===== config.mk =====
export PLATFORM = sky130hd
export DESIGN_NAME = decod_rr_arbiter
export DESIGN_NICKNAME = d
export VERILOG_FILES = /design/src/rtl/decod_rr_arbiter_pkg.sv /design/src/rtl/decod_rr_arbiter_decod.sv /design/src/rtl/decod_rr_arbiter.sv
export SDC_FILE = /design/constraint.sdc
export NUM_CORES = 1
export LEC_CHECK = 0
export BUFFER_PORTS_ARGS = -buffer_cell sky130_fd_sc_hd__clkbuf_2
export CAP_MARGIN = 0
export CORE_UTILIZATION = 55
export CTS_CLUSTER_DIAMETER = 100
export CTS_CLUSTER_SIZE = 25
export DETAILED_ROUTE_END_ITERATION = 10
export PLACE_DENSITY = 0.77
export SLEW_MARGIN = 10
export SYNTH_ARGS = -nofsm -noshare
export SYNTH_HDL_FRONTEND = slang
export SYNTH_HIERARCHICAL = 1
export SYNTH_SLANG_ARGS = --single-unit

===== constraint.sdc =====
create_clock -name clk -period 2.9 [get_ports clk]
set_clock_uncertainty 0.2 [all_clocks]
set_input_delay 0.435 -clock clk [delete_from_list [all_inputs] [get_ports clk]]
set_output_delay 0.435 -clock clk [all_outputs]
set_load 0.05 [all_outputs]

===== src/rtl/decod_rr_arbiter_pkg.sv =====
// Shared types and constants for the decoded round-robin arbiter.
package decod_rr_arbiter_pkg;

  localparam int NREQ  = 4;
  localparam int IDX_W = 2;

  localparam logic [IDX_W-1:0] PTR_RST = 2'd3;

  typedef enum logic {
    ST_IDLE  = 1'b0,
    ST_GRANT = 1'b1
  } state_e;

endpackage


===== src/rtl/decod_rr_arbiter_decod.sv =====
// 2-to-4 decoder with enable: exactly one output high when e = 1, none otherwise.
module decod_rr_arbiter_decod
  import decod_rr_arbiter_pkg::*;
(
  input  logic [IDX_W-1:0] a,
  input  logic             e,
  output logic [NREQ-1:0]  y
);

  generate
    for (genvar gi = 0; gi < NREQ; gi++) begin : g_dec
      assign y[gi] = e && (a == IDX_W'(gi));
    end
  endgenerate

endmodule


===== src/rtl/decod_rr_arbiter.sv =====
// Round-robin arbiter over 4 requesters with hold timeout; the registered
// winner index drives a 2-to-4 decoder so gnt is one-hot or zero by construction.
module decod_rr_arbiter
  import decod_rr_arbiter_pkg::*;
#(
  parameter int MAX_HOLD = 8,
  parameter int CNT_W    = 4
) (
  input  logic             clk,
  input  logic             rst,
  input  logic             en,
  input  logic [NREQ-1:0]  req,
  output logic [NREQ-1:0]  gnt,
  output logic [IDX_W-1:0] gnt_idx,
  output logic             gnt_vld,
  output logic             tmo
);

  localparam logic [CNT_W-1:0] HOLD_LIMIT = CNT_W'(MAX_HOLD);
  localparam logic             TMO_EN     = (MAX_HOLD != 0);

  state_e            state_q, state_d;
  logic [IDX_W-1:0]  idx_q, idx_d;
  logic [IDX_W-1:0]  ptr_q, ptr_d;
  logic [CNT_W-1:0]  cnt_q, cnt_d;
  logic              tmo_q, tmo_d;

  logic [IDX_W:0]    pick_rr;
  logic [IDX_W:0]    pick_tmo;
  logic [NREQ-1:0]   others;

  // Returns {found, index}; scans lowest priority first so the highest-priority hit wins.
  function automatic logic [IDX_W:0] rr_pick(input logic [NREQ-1:0] r,
                                             input logic [IDX_W-1:0] p);
    logic [IDX_W:0]   res;
    logic [IDX_W-1:0] c;
    res = '0;
    for (int k = NREQ; k >= 1; k--) begin
      c = p + IDX_W'(k);
      if (r[c]) res = {1'b1, c};
    end
    return res;
  endfunction

  always_comb begin
    others   = req & ~(NREQ'(1) << idx_q);
    pick_rr  = rr_pick(req, ptr_q);
    pick_tmo = rr_pick(others, idx_q);

    state_d = state_q;
    idx_d   = idx_q;
    ptr_d   = ptr_q;
    cnt_d   = cnt_q;
    tmo_d   = 1'b0;

    if (!en) begin
      state_d = ST_IDLE;
      cnt_d   = '0;
    end else begin
      case (state_q)
        ST_IDLE: begin
          if (pick_rr[IDX_W]) begin
            state_d = ST_GRANT;
            idx_d   = pick_rr[IDX_W-1:0];
            ptr_d   = pick_rr[IDX_W-1:0];
            cnt_d   = CNT_W'(1);
          end
        end
        ST_GRANT: begin
          if (!req[idx_q]) begin
            // Release wins over a coincident timeout.
            if (pick_rr[IDX_W]) begin
              idx_d = pick_rr[IDX_W-1:0];
              ptr_d = pick_rr[IDX_W-1:0];
              cnt_d = CNT_W'(1);
            end else begin
              state_d = ST_IDLE;
              cnt_d   = '0;
            end
          end else if (TMO_EN && (cnt_q == HOLD_LIMIT)) begin
            cnt_d = CNT_W'(1);
            if (pick_tmo[IDX_W]) begin
              idx_d = pick_tmo[IDX_W-1:0];
              ptr_d = pick_tmo[IDX_W-1:0];
              tmo_d = 1'b1;
            end
          end else if (cnt_q != {CNT_W{1'b1}}) begin
            cnt_d = cnt_q + 1'b1;
          end
        end
        default: state_d = ST_IDLE;
      endcase
    end
  end

  always_ff @(posedge clk or posedge rst) begin
    if (rst) begin
      state_q <= ST_IDLE;
      idx_q   <= '0;
      ptr_q   <= PTR_RST;
      cnt_q   <= '0;
      tmo_q   <= 1'b0;
    end else begin
      state_q <= state_d;
      idx_q   <= idx_d;
      ptr_q   <= ptr_d;
      cnt_q   <= cnt_d;
      tmo_q   <= tmo_d;
    end
  end

  assign gnt_idx = idx_q;
  assign gnt_vld = (state_q == ST_GRANT);
  assign tmo     = tmo_q;

  decod_rr_arbiter_decod u_decod (
    .a (idx_q),
    .e (gnt_vld),
    .y (gnt)
  );

endmodule

# Yosys cells after proc, flatten, opt, wreduce, memory -nomap -nowiden

Cells that the tools add are included.

Output and inout bits: 8
Input port bits: 7
Register bits after elaboration: 10

Mux-type cells: 50
Add/subtract/negate cells: 7
Reduce and logical (&&, ||, !) cells: 7
Shift operators: 1
Equality and inequality tests: 9
Order comparisons: 8
Bitwise logic cells: 3

Operators by type and width:

| kind                                                | number |
|---|---|
| < comparator 2 x 3 -> 1 bit (second input constant) | 8 |
| 2-to-1 mux 3 bit                                    | 8 |
| 2-to-1 mux 4 bit                                    | 5 |
| binary-select mux 1 bit (select 2 bit)              | 9 |
| 2-to-1 mux 1 bit                                    | 18 |
| 2-to-1 mux 2 bit                                    | 6 |
| adder 2 bit (second input constant)                 | 4 |
| case mux 2 bit (2 select lines)                     | 2 |
| case mux 4 bit (2 select lines)                     | 1 |
| != test 3 bit (second input constant)               | 2 |
| != test 5 x 3 -> 1 bit (second input constant)      | 1 |
| adder 2 x 1 -> 2 bit (second input constant)        | 2 |
| adder 4 x 1 -> 4 bit (second input constant)        | 1 |
| AND 4 bit                                           | 1 |
| == test 2 bit (second input constant)               | 2 |
| == test 4 bit (second input constant)               | 1 |
| logical AND 1 bit                                   | 4 |
| != test 4 bit (second input constant)               | 1 |
| NOT 4 bit                                           | 1 |
| left shift 1 x 2 -> 4 bit (first input constant)    | 1 |
| != test 3 x 2 -> 1 bit (second input constant)      | 1 |
| AND reduction 3 bit                                 | 1 |
| == test 2 x 1 -> 1 bit (second input constant)      | 1 |
| logical NOT 2 bit                                   | 1 |
| 3 further kinds                                     | 3 |

# Longest topological paths before layout

Word-level depth: 14
Mapped depth: 8

# Hierarchy

The synthesis kept the hierarchy.

By module, submodules not included:

| module                 | cells each | times used | area each (sq um) |
|---|---|---|---|
| decod_rr_arbiter       | 106        | 1          | 893.4 |
| decod_rr_arbiter_decod | 4          | 1          | 37.5 |

# Worst setup path before layout

Ideal clock, no wire load.

Path type: reg-to-reg
From: register idx_q[1], in the netlist gnt_idx[1]
To: register idx_q[0], in the netlist gnt_idx[0]
Stages on the path, launching flop included: 9
Setup time: 0.119 ns
Clock period less this slack: 2.657 ns
Slack: 0.243 ns
Data arrival time: 2.339 ns
Cell sequence: dfrtp_1 -> buf_2 -> inv_1 -> ha_1 -> nand2b_1 -> mux4_2 -> mux2i_1 -> a41o_1 -> a21o_1

Word-level cells in the longest chain between the ends: 13
Elaborated cells on any way between the ends: 27
Classes of those cells: add/sub: 3; eq/ne: 2; shift: 1; mux: 18; bitwise: 2; reduce/logical: 1

RTL lines:

| item                                   | line                    | RTL |
|---|---|---|
| from (decl)                            | decod_rr_arbiter.sv:23  | `logic [IDX_W-1:0] idx_q, idx_d;` |
| from (signal assigned)                 | decod_rr_arbiter.sv:105 | `idx_q <= idx_d;` |
| left shift 1 x 2 -> 4 bit              | decod_rr_arbiter.sv:46  | `others = req & ~(NREQ'(1) << idx_q);` |
| NOT 4 bit                              | decod_rr_arbiter.sv:46  |  |
| AND 4 bit                              | decod_rr_arbiter.sv:46  |  |
| binary-select mux 1 bit (select 2 bit) | decod_rr_arbiter.sv:40  | `if (r[c]) res = {1'b1, c};` |
| 2-to-1 mux 1 bit (not written as such) | decod_rr_arbiter.sv:40  |  |
| 2-to-1 mux 3 bit (4 in series)         | decod_rr_arbiter.sv:40  |  |
| 2-to-1 mux 2 bit                       | decod_rr_arbiter.sv:82  | `if (pick_tmo[IDX_W]) begin` |
| 2-to-1 mux 2 bit                       | decod_rr_arbiter.sv:80  | `end else if (TMO_EN && (cnt_q == HOLD_LIMIT)) begin` |
| 2-to-1 mux 2 bit                       | decod_rr_arbiter.sv:70  | `if (!req[idx_q]) begin` |
| case mux 2 bit (2 select lines)        | decod_rr_arbiter.sv:60  | `case (state_q)` |

Several ways; a longest one is shown, not always the timed one. The select of a mux whose other input is x is not followed.
A chain may end at the register's enable or synchronous reset.

# Worst setup path after layout

Ends and elaborated chain as after synthesis.

==> flow_summary.toml <==
[run_status]
status = "finished, final reports clean"

[timing]
rsz0062_at_grt = "no"
period_needed_ps = 2340
slew_headroom_pct = 60.6
finalHoldViolCount = 0
final-setup-viol-count = 0
slew_viol_final = 0
tightest_slew_ps = 586
tns_ps = 0
post-route-period-util_pct = 80.8
holdWs_ps = 273
fmax_mhz = 427

[clock_tree]
cts_htree_levels = 1
postCtsSetupRepairBufs = 0
worstSkewPairLatency_ps = 260
cts_root_buf = "clkbuf_4"
path_clk_slew_ps = 60
cts.sinks = 10
cts_buffers = 3
ctsHoldBuffers = 1
post_cts_resized = 0
tritoncts = "done"
cts_buffer_depth = 2

[power]
p_per_area_mw_per_mm2 = 838
ir_drop_mv = 0.508
combPwrFrac_pct = 64.2
p_switching_uw = 424
p_int_uw = 454
clkPwrFrac_pct = 10.0
p_sw_share_pct = 48.3
static-leakage-power_nw = 0.519
share_seq_of_total_power_pct = 25.8

[synthesis]
synth-seq-cells = 10
synthTopCellsByArea = "dfrtp_1, ha_1, mux2i_1"
postSynthAreaPerCell_um2 = 8.46
synth_fp_nets = 123
synth_top_area_cell = "dfrtp_1"
synth_top_flop_cell = "dfrtp_1"
yosysSeqAreaShare_pct = 27.2
synth_warnings = 6
mappedNetlistArea_um2 = 931
async_reset_ff_share_pct = 100
yosysTopAreaCellShare_pct = 21.5
syn_inst = 110
yosysUniqueCellTypes = 44
yosys-top-cells-count = "inv_1, nand2_1, a21oi_1, dfrtp_1, o21ai_0"
synth-edff-count = 0

[finish]
post-route-util_pct = 68.0
final_nets = 141
area_delta_synth_final_pct = 12.6
diodes = 0
nFillCells = 117
layout-drive-gt1-share_pct = 25.4

[placement]
gp_congestion = 0.872
post-dp-hpwl_mm = 1.47
io_buffers = 14

[die]
die_area_mm2 = 0.00186
core-area_mm2 = 0.00154
ios = 15
start_util_pct = 60.4
fp.dieH_um = 43.1
rows = 14
fp.dieW_um = 43.1

[global_routing]
grt_use_total_pct = 23.2
grt_max_degree = 13
grt_pass1_vias = 701
antenna_found_initial = 0
grt-ovfl-total = 0
grt_pass1_wl_mm = 3.26

[critical_path]
cp_data_required_time_ps = 2850
crit_path_start = "gnt_idx[1]"
start_kind = "register"
path_cells = "buf_4 > ha_1 > nand2b_1 > mux4_2 > mux2i_1 > a41o_1 > a21o_1"
timing.rr.start = "gnt_idx[1]"
cp_slowest_cell = "mux4_2"
cp_max_fo = 8
end_kind = "register"
critical_path_class = "register to register"
crit_arrival_ps = 2300
critPathMaxStageDelay_ps = 510

[job]
max_cap_violations = 0

[routing]
firstDrtPassIters = 4
route.vias.total = 854
antenna_left = 0
viasPerCell = 6.01
drt_iter0_markers = 25
post_drt_wl_per_cell_um = 13.6
drc = 0
wl_mm = 1.93

[hold_path]
hold_class = "input pin to register"
min_from = "en"
-- per-stage QoR --
step                      worst slack [ps]  std cells  power [mW]  cell area [µm²]
after floorplan                        243        110       0.673              931
after global placement                 628        138       0.774             1020
after detailed placement               566        138       0.788             1020
after CTS                              550        142       0.883             1050
after global routing                   447        142       0.950             1050
final                                  556        142       0.878             1050
-- logic make-up (layout without fill, tap and decap cells) --
kind of cell / Yosys count / after routing / share of synthesized area (%)
AND/OR/NAND/NOR: 38 / 38 / 23.8
AO/OA/AOI/OAI: 34 / 34 / 24.7
buffers and inverters: 14 / 30 / 6.18
flip-flops: 10 / 10 / 27.2
multiplexers: 8 / 8 / 10.1
adder cells (fa/ha/maj): 6 / 6 / 8.06
-- final cells by class --
class                      count  area (µm²)  area share [%]
tap                           16        20.0            1.91
clock buffer                   3        22.5            2.15
timing repair buffer          17        95.1            9.07
sequential                    10         253            24.1
multi-input combinational     86         621            59.2
inverter                      10        37.5            3.58
-- final timing paths --
check / end / slack (ps) / cells after the start
min in group asynchronous: gnt_idx[0] / 460 / 3
max: gnt_idx[0] / 560 / 7
max reg2reg: gnt_idx[0] / 560 / 7
min reg2reg: ptr_q[0] / 330 / 1
max in group asynchronous: ptr_q[1] / 1730 / 3
min: cnt_q[0] / 270 / 2
-- metal layers --
layer	vias up	GRT usage, %	wire (µm)
li1	431	-	-
met1	389	34.4	944
met2	31	34.3	865
met3	3	2.55	94
met4	0	9.09	23
met5	-	0	0
-- layout by cell type, fill, tap and decap left out, types with 2 or more instances in the layout --
cell type / count
nor3_1: 3
nand2b_1: 6
a21o_1: 2
o22ai_1: 2
o21ai_0: 8
nand3b_1: 2
nand3_1: 2
nand2_1: 9
a21bo_2: 2
a211oi_1: 2
ha_1: 6
inv_1: 9
a21oi_1: 8
buf_4: 2
clkbuf_4: 3
clkbuf_2: 14
and3b_1: 2
dfrtp_1: 8
dfstp_2: 2
nor2_1: 4
mux2i_1: 6
-- flip-flops by register name, summed over array words and instances, names as in the netlist --
name,count
tmo,1
cnt_q,4
ptr_q,2
gnt_vld,1
gnt_idx,2
-- worst max-delay path: cells and delay by family (launching register included) --
| family | cells | cell delay, ps |
|---|---|---|
| buffers and inverters | 1 | 190 |
| adders and majority gates | 1 | 170 |
| muxes | 2 | 650 |
| DFF | 1 | 440 |
| AOI/OAI and AO/OA | 2 | 350 |
| and+or+nand+nor | 1 | 220 |
-- power groups by stage --
| stage | combinational, mW | clock (mW) | sequential (mW) |
|---|---|---|---|
| finish | 0.564 | 0.0880 | 0.227 |
| global route | 0.615 | 0.101 | 0.234 |
| CTS | 0.564 | 0.0927 | 0.226 |
| detailed placement | 0.560 | 0 | 0.228 |
| global placement | 0.548 | 0 | 0.226 |
| floorplan | 0.399 | 0 | 0.274 |
No activity file was read; power rests on OpenSTA's default activity.
